--- config.mk ---
export PLATFORM = sky130hd
export DESIGN_NAME = hazard_unit
export DESIGN_NICKNAME = d
export VERILOG_FILES = /design/src/rtl/hazard_unit.sv
export SDC_FILE = /design/constraint.sdc
export NUM_CORES = 1
export LEC_CHECK = 0
export CAP_MARGIN = 20
export CELL_PAD_IN_SITES_DETAIL_PLACEMENT = 0
export CELL_PAD_IN_SITES_GLOBAL_PLACEMENT = 1
export CORE_ASPECT_RATIO = 2
export CORE_MARGIN = 1.5
export CORE_UTILIZATION = 35
export DETAILED_ROUTE_END_ITERATION = 10
export GPL_ROUTABILITY_DRIVEN = 0
export PLACE_DENSITY_LB_ADDON = 0.1
export RECOVER_POWER = 25
export SLEW_MARGIN = 10
export SYNTH_ARGS = -nofsm -noshare
export SYNTH_HDL_FRONTEND = slang
export SYNTH_SLANG_ARGS = --single-unit
export TNS_END_PERCENT = 50
--- constraint.sdc ---
create_clock -name i_clk -period 4.1 [get_ports i_clk]
set_clock_uncertainty 0.1 [all_clocks]
set_input_delay 0.82 -clock i_clk [delete_from_list [all_inputs] [get_ports i_clk]]
set_output_delay 0.82 -clock i_clk [all_outputs]
set_load 0.005 [all_outputs]
--- src/rtl/hazard_unit.sv ---
// Pipeline hazard controller: load-use stalls, taken-branch/jump squashing, and
// a sticky halt on unknown opcodes. Stall/flush controls are combinational.
module hazard_unit #(
  parameter int unsigned BRANCH_FLUSH_SLOTS = 2,
  parameter int unsigned STALL_CNT_W        = 16
) (
  input  logic                   i_clk,
  input  logic                   i_rst,
  input  logic [4:0]             i_ifid_rs,
  input  logic [4:0]             i_ifid_rt,
  input  logic                   i_ifid_uses_rt,
  input  logic                   i_idex_memRead,
  input  logic [4:0]             i_idex_rt,
  input  logic                   i_jump,
  input  logic                   i_unknown_command,
  input  logic                   i_branch_taken,
  output logic                   o_bubble,
  output logic                   o_pc_write,
  output logic                   o_ifid_write,
  output logic                   o_ifid_flush,
  output logic                   o_idex_flush,
  output logic                   o_halt,
  output logic [STALL_CNT_W-1:0] o_stall_cnt
);

  typedef enum logic [1:0] {S_RUN, S_FLUSH, S_HALT} state_t;

  localparam logic [3:0] FLUSH_INIT = 4'(BRANCH_FLUSH_SLOTS - 1);

  state_t                 state;
  logic [3:0]             flush_cnt;
  logic [STALL_CNT_W-1:0] stall_cnt;
  logic                   lu;

  assign lu = i_idex_memRead && (i_idex_rt != 5'd0) &&
              ((i_idex_rt == i_ifid_rs) || (i_ifid_uses_rt && (i_idex_rt == i_ifid_rt)));

  always_ff @(posedge i_clk) begin
    if (i_rst) begin
      state     <= S_RUN;
      flush_cnt <= '0;
      stall_cnt <= '0;
    end else begin
      case (state)
        S_RUN: begin
          if (i_branch_taken) begin
            if (BRANCH_FLUSH_SLOTS > 1) begin
              state     <= S_FLUSH;
              flush_cnt <= FLUSH_INIT;
            end
          end else if (lu) begin
            if (stall_cnt != '1) stall_cnt <= stall_cnt + STALL_CNT_W'(1);
          end else if (i_unknown_command) begin
            state <= S_HALT;
          end
        end
        S_FLUSH: begin
          flush_cnt <= flush_cnt - 4'd1;
          if (flush_cnt == 4'd1) state <= S_RUN;
        end
        S_HALT: state <= S_HALT;
        default: state <= S_RUN;
      endcase
    end
  end

  // Reset overrides every control so nothing leaks into the pipe while it clears.
  always_comb begin
    o_bubble     = 1'b0;
    o_pc_write   = 1'b0;
    o_ifid_write = 1'b0;
    o_ifid_flush = 1'b0;
    o_idex_flush = 1'b1;
    o_halt       = 1'b0;
    o_stall_cnt  = stall_cnt;
    if (i_rst) begin
      o_ifid_flush = 1'b1;
      o_stall_cnt  = '0;
    end else begin
      case (state)
        S_RUN: begin
          if (i_branch_taken) begin
            o_pc_write   = 1'b1;
            o_ifid_write = 1'b1;
            o_ifid_flush = 1'b1;
          end else if (lu || i_unknown_command) begin
            o_idex_flush = 1'b1;
          end else begin
            o_bubble     = 1'b1;
            o_pc_write   = 1'b1;
            o_ifid_write = 1'b1;
            o_ifid_flush = i_jump;
            o_idex_flush = 1'b0;
          end
        end
        S_FLUSH: begin
          o_pc_write   = 1'b1;
          o_ifid_write = 1'b1;
          o_ifid_flush = 1'b1;
        end
        S_HALT: o_halt = 1'b1;
        default: ;
      endcase
    end
  end

endmodule
# Word-level counts from Yosys, hierarchy flattened

Cells that the tools add are included.

Register bits: 22
Input bits: 22
Output and inout port bits: 22
Logic and storage cells: 52

Add/subtract/negate cells: 2
Equality and inequality tests: 10
Multiplexer cells: 25
Bitwise operators: 1
Reductions and logical operators: 11

Operator list:

| cell                                                                | count |
|---|---|
| 16-bit by 1-bit adder with 16-bit output (second input constant)    | 1 |
| 16-bit 2-to-1 mux                                                   | 1 |
| 16-bit inequality test (second input constant)                      | 1 |
| 1-bit 2-to-1 mux                                                    | 15 |
| 5-bit == test                                                       | 2 |
| 2-bit 2-to-1 mux                                                    | 4 |
| 4-bit one-hot mux with 2 select lines                               | 1 |
| 3-bit inequality test (second input constant)                       | 2 |
| 2-bit one-hot mux with 3 select lines                               | 1 |
| 5-bit nonzero test                                                  | 1 |
| 4-bit by 1-bit == test with 1-bit output (second input constant)    | 1 |
| 4-bit 2-to-1 mux                                                    | 1 |
| 2-bit inequality test (second input constant)                       | 2 |
| 1-bit one-hot mux with 2 select lines                               | 2 |
| 4-bit AND reduction                                                 | 1 |
| 4-bit by 1-bit subtractor with 4-bit output (second input constant) | 1 |
| 1-bit logical AND                                                   | 3 |
| 3-bit AND reduction                                                 | 1 |
| 2-bit by 1-bit == test with 1-bit output (second input constant)    | 1 |
| 2-bit == test (second input constant)                               | 1 |
| 2-bit logical NOT                                                   | 1 |
| 1-bit logical OR                                                    | 2 |
| 2-bit AND reduction                                                 | 1 |
| 2-bit nonzero test                                                  | 1 |
| 1-bit NOT                                                           | 1 |

# Longest topological paths before layout

Depth in word-level cells: 9
Depth in mapped cells: 7
Gate-level depth less buffers: 6

# Worst setup path before layout

Ideal clock, no wire load.

Kind: in2out
Start: input port i_idex_rt[1]
End: output port o_pc_write
Data arrival time: 2.081 ns
Required time: 3.180 ns
Setup slack: 1.099 ns
Cell stages on the path: 6
Buffers on the path: 1
Cell sequence: or4_4 > o21ai_2 > nand2b_2 > nor2b_1 > o31a_1 > buf_4

Word-level cells in the longest chain between the ends: 9
Elaborated cells between the ends (all ways): 12
Those cells by class: eq/ne (2); mux (4); reduce/logical (6)

Ends and longest elaborated chain:

| what                                    | RTL line | text |
|---|---|---|
| start: declaration                      | 13       | `input logic [4:0] i_idex_rt,` |
| 5-bit == test                           | 36       | `((i_idex_rt == i_ifid_rs) \|\| (i_ifid_uses_rt && (i_idex_rt == i_ifid_rt)));` |
| 1-bit logical AND                       | 36       |  |
| 1-bit logical OR                        | 36       |  |
| 1-bit logical AND *                     | 35       | `assign lu = i_idex_memRead && (i_idex_rt != 5'd0) &&` |
| 1-bit logical OR *                      | 86       | `end else if (lu \|\| i_unknown_command) begin` |
| 1-bit 2-to-1 mux * (2 in a row)         | -        |  |
| 1-bit one-hot mux with 2 select lines * | -        |  |
| 1-bit 2-to-1 mux *                      | -        |  |
| end: declaration                        | 18       | `output logic o_pc_write,` |

Mark *: on every way between the ends. The rest lies on a longest branch, timed or not.

# Final worst setup path

Start: input port i_idex_rt[3]
End: output port o_ifid_flush

Word-level cells in the longest chain between the ends: 9
Elaborated cells between the ends (all ways): 12
Those cells by class: eq/ne (2); mux (4); reduce/logical (6)

Ends and longest elaborated chain:

| what                                    | RTL line | text |
|---|---|---|
| 5-bit == test                           | 36       |  |
| 1-bit logical AND                       | 36       |  |
| 1-bit logical OR                        | 36       |  |
| 1-bit logical AND *                     | 35       |  |
| 1-bit logical OR *                      | 86       |  |
| 1-bit 2-to-1 mux *                      | 86       |  |
| 1-bit 2-to-1 mux *                      | 82       | `if (i_branch_taken) begin` |
| 1-bit one-hot mux with 2 select lines * | 80       | `case (state)` |
| 1-bit 2-to-1 mux *                      | 76       | `if (i_rst) begin` |
| end: declaration                        | 20       | `output logic o_ifid_flush,` |

Marked as above.

==> flow_summary.toml <==
[critical_path]
r2r_slack_ps = 1670
cp_cell_sequence = "clkdlybuf4s50_1 > or4_4 > o21ai_2 > nand2b_2 > nor2b_2 > a311o_1 > clkdlybuf4s50_1"
r2r-end = "stall_cnt[5]$_SDFFE_PP0P_"
reg2reg_depth = 6
required_ps = 3180
slowest_stage = "or4_4"
critical_path.startpoint_type = "input port"
endpoint_kind = "primary output"
path_max_fanout = 4
crit_type = "input port to primary output"
rr_startpoint = "stall_cnt[0]$_SDFFE_PP0P_"
cp_common_cell = "clkdlybuf4s50_1"
crit_path_max_incr_delay_ps = 500
crit_start = "i_idex_rt[3]"
cp.arrival_ps = 2990

[die]
ios = 44
dieArea_mm2 = 0.00438
start_util_pct = 36.1
row_count = 32
die_w_um = 47.5
coreArea_mm2 = 0.00384
chipHeight_um = 92.1

[yosys]
async_reset_ff_share_pct = 0
synth_area_mm2 = 0.00139
ys_warn_count = 0
syn_area_per_cell_um2 = 8.03
synth_cells = 173
synth.most_common_cell = "dfxtp_1"
ys_ff_latch = 22
synth_fp_nets = 198
yosysSeqAreaShare_pct = 31.7
synth-edff-count = 0
ys.flop_type = "dfxtp_1"
synth_area_leader_cell = "dfxtp_1"
ys_top_cells_by_area = "dfxtp_1, nor2b_1, xnor2_1"
yosysUniqueCellTypes = 40
ys_top_cells_by_count = "dfxtp_1, nor2_1, nor2b_1"
synth.top_cell.area_share_pct = 31.7

[clocking]
clockBufferDepth = 2
cts_root_buffer = "clkbuf_8"
cts_hold_buf = 0
clk_pin_slew_ps = 80
clock_latency_ps = 260
h-tree-depth = 1
numCtsBuffers = 3
cts_sinks = 22
cts_tree = "done"

[global_route]
overflow = 0
antenna_found_initial = 0
grt_pass1_wl_um = 5440
grt_max_degree = 21
grt_pass1_vias = 1291
grtUsageTotal_pct = 16.2

[finish]
finalNetCount = 241
fin_area_mm2 = 0.00191
regArea_um2 = 440
multi_input_area_um2 = 878
syn2layout_area_growth_pct = 37.7
diodes = 0
nFillCells = 410
drive_gt1_share_pct = 7.44

[sta]
fin_ws_ps = 189
slew-limit-headroom_pct = 53.2
setup_tns_ps = 0
rsz0062_at_grt = "false"
final-setup-viol-count = 0
final-hold-violation-count = 0
finalCritPeriodShare_pct = 95.4
worstMarginPinSlew_ps = 700
finalMaxSlewViolations = 0
period_minus_slack_ps = 3910
max_freq_mhz = 256

[status]
status = "finished, final reports clean"

[routing]
wl_met2_um = 1930
first_pass_iters = 4
top_layer = "met4"
wl_per_cell_um = 12.5
vias = 1343
wl_met1_um = 1300
vias_per_cell = 5.05
drt_wl_total_um = 3320
drt-initial-drc-count = 15
routed-wl-met3_um = 66
antenna_left = 0
drcViolationCount = 0

[worst_hold_path]
min_from = "flush_cnt[1]$_SDFFE_PP0P_"
holdPathEnd = "flush_cnt[1]$_SDFFE_PP0P_"
hp-class = "register to register"
whs_path_depth = 2

[power_and_ir_drop]
ir_drop_v = 0.000169
power_leakage_nw = 0.726
power.density_mw_per_mm2 = 245

[job]
maxCapViolCount = 0

[place]
pre_cts_slack_ps = 93.5
io_buffers = 43
hpwl_um = 2680
placed_area_mm2 = 0.00187
-- placed cells by master, fill, tap and decap left out, drive strengths merged, types with 3 or more instances in the layout --
| master | instances |
|---|---|
| nor3 | 8 |
| nor2 | 20 |
| nand4 | 3 |
| dfxtp | 22 |
| mux2 | 7 |
| nor2b | 18 |
| ha | 3 |
| clkbuf | 5 |
| nand3 | 8 |
| a21oi | 3 |
| buf | 3 |
| or4 | 8 |
| nand2 | 17 |
| clkdlybuf4s50 | 41 |
| xnor2 | 10 |
| inv | 5 |
| o21ai | 9 |
| and3 | 5 |
-- state kept, by name (all words and copies together) (netlist names) --
signal     cells
stall_cnt     16
flush_cnt      4
state          2
-- metal layers --
metal / up-vias / GRT usage [%]
met5: - / 0
met4: 0 / 4.73
met3: 2 / 1.18
met2: 24 / 30.7
met1: 621 / 17.4
li1: 696 / -
-- metrics by stage --
step / instances / utilization, % / power, W / hold WS, ps
after global routing: 266 / 49.8 / 0.000494 / 466
after global placement: 262 / 48.6 / 0.000318 / 388
after detailed placement: 262 / 48.6 / 0.000321 / 393
after floorplan: 173 / - / 0.000279 / 372
after CTS: 266 / 50.0 / 0.000478 / 412
final: 266 / 49.8 / 0.000469 / 408
-- final cells by class --
type / count / area share, %
repair buffers: 47 / 23.9
multi-input cells: 137 / 45.9
well taps: 51 / 3.34
flip-flops and latches: 22 / 23.0
inverters: 5 / 0.981
clock buffers: 4 / 2.88
-- worst max-delay path: cells and delay by family --
kind                   cells  cell delay (ps)
buffers and inverters      2              970
AOI/OAI and AO/OA          2              330
and+or+nand+nor            3              880
-- logic make-up (layout without fill, tap and decap cells) --
logic type	Yosys count	after routing	synth area share (%)
and+or+nand+nor	94	94	37.1
DFF	22	22	31.7
xor gates and xnor gates	11	11	6.94
adders and majority gates	3	3	2.70
buffers and inverters	14	56	4.68
muxes	8	8	6.67
AOI/OAI and AO/OA	21	21	10.2
-- repair_timing --
item | 4_1_cts | 5_1_grt
gates resized for setup | 0 | 1
setup buffers | 0 | 0
endpoints found under the setup margin | 0 | 2
hold endpoints to repair | 0 | 0
-- power breakdown --
| part | switching (W) | internal [W] |
|---|---|---|
| sequential | 0.00000859 | 0.000219 |
| clock | 0.0000686 | 0.0000854 |
| combinational | 0.0000365 | 0.0000505 |
| total | 0.000114 | 0.000355 |
-- worst max path at each step --
stage	end	slack, ps
after floorplan	o_pc_write	1100
after global placement	o_ifid_flush	120
after detailed placement	o_ifid_flush	90
after CTS	o_ifid_flush	90
after global routing	o_ifid_flush	50
final	o_ifid_flush	190
Note: power is estimated with default switching activity, not from simulation.
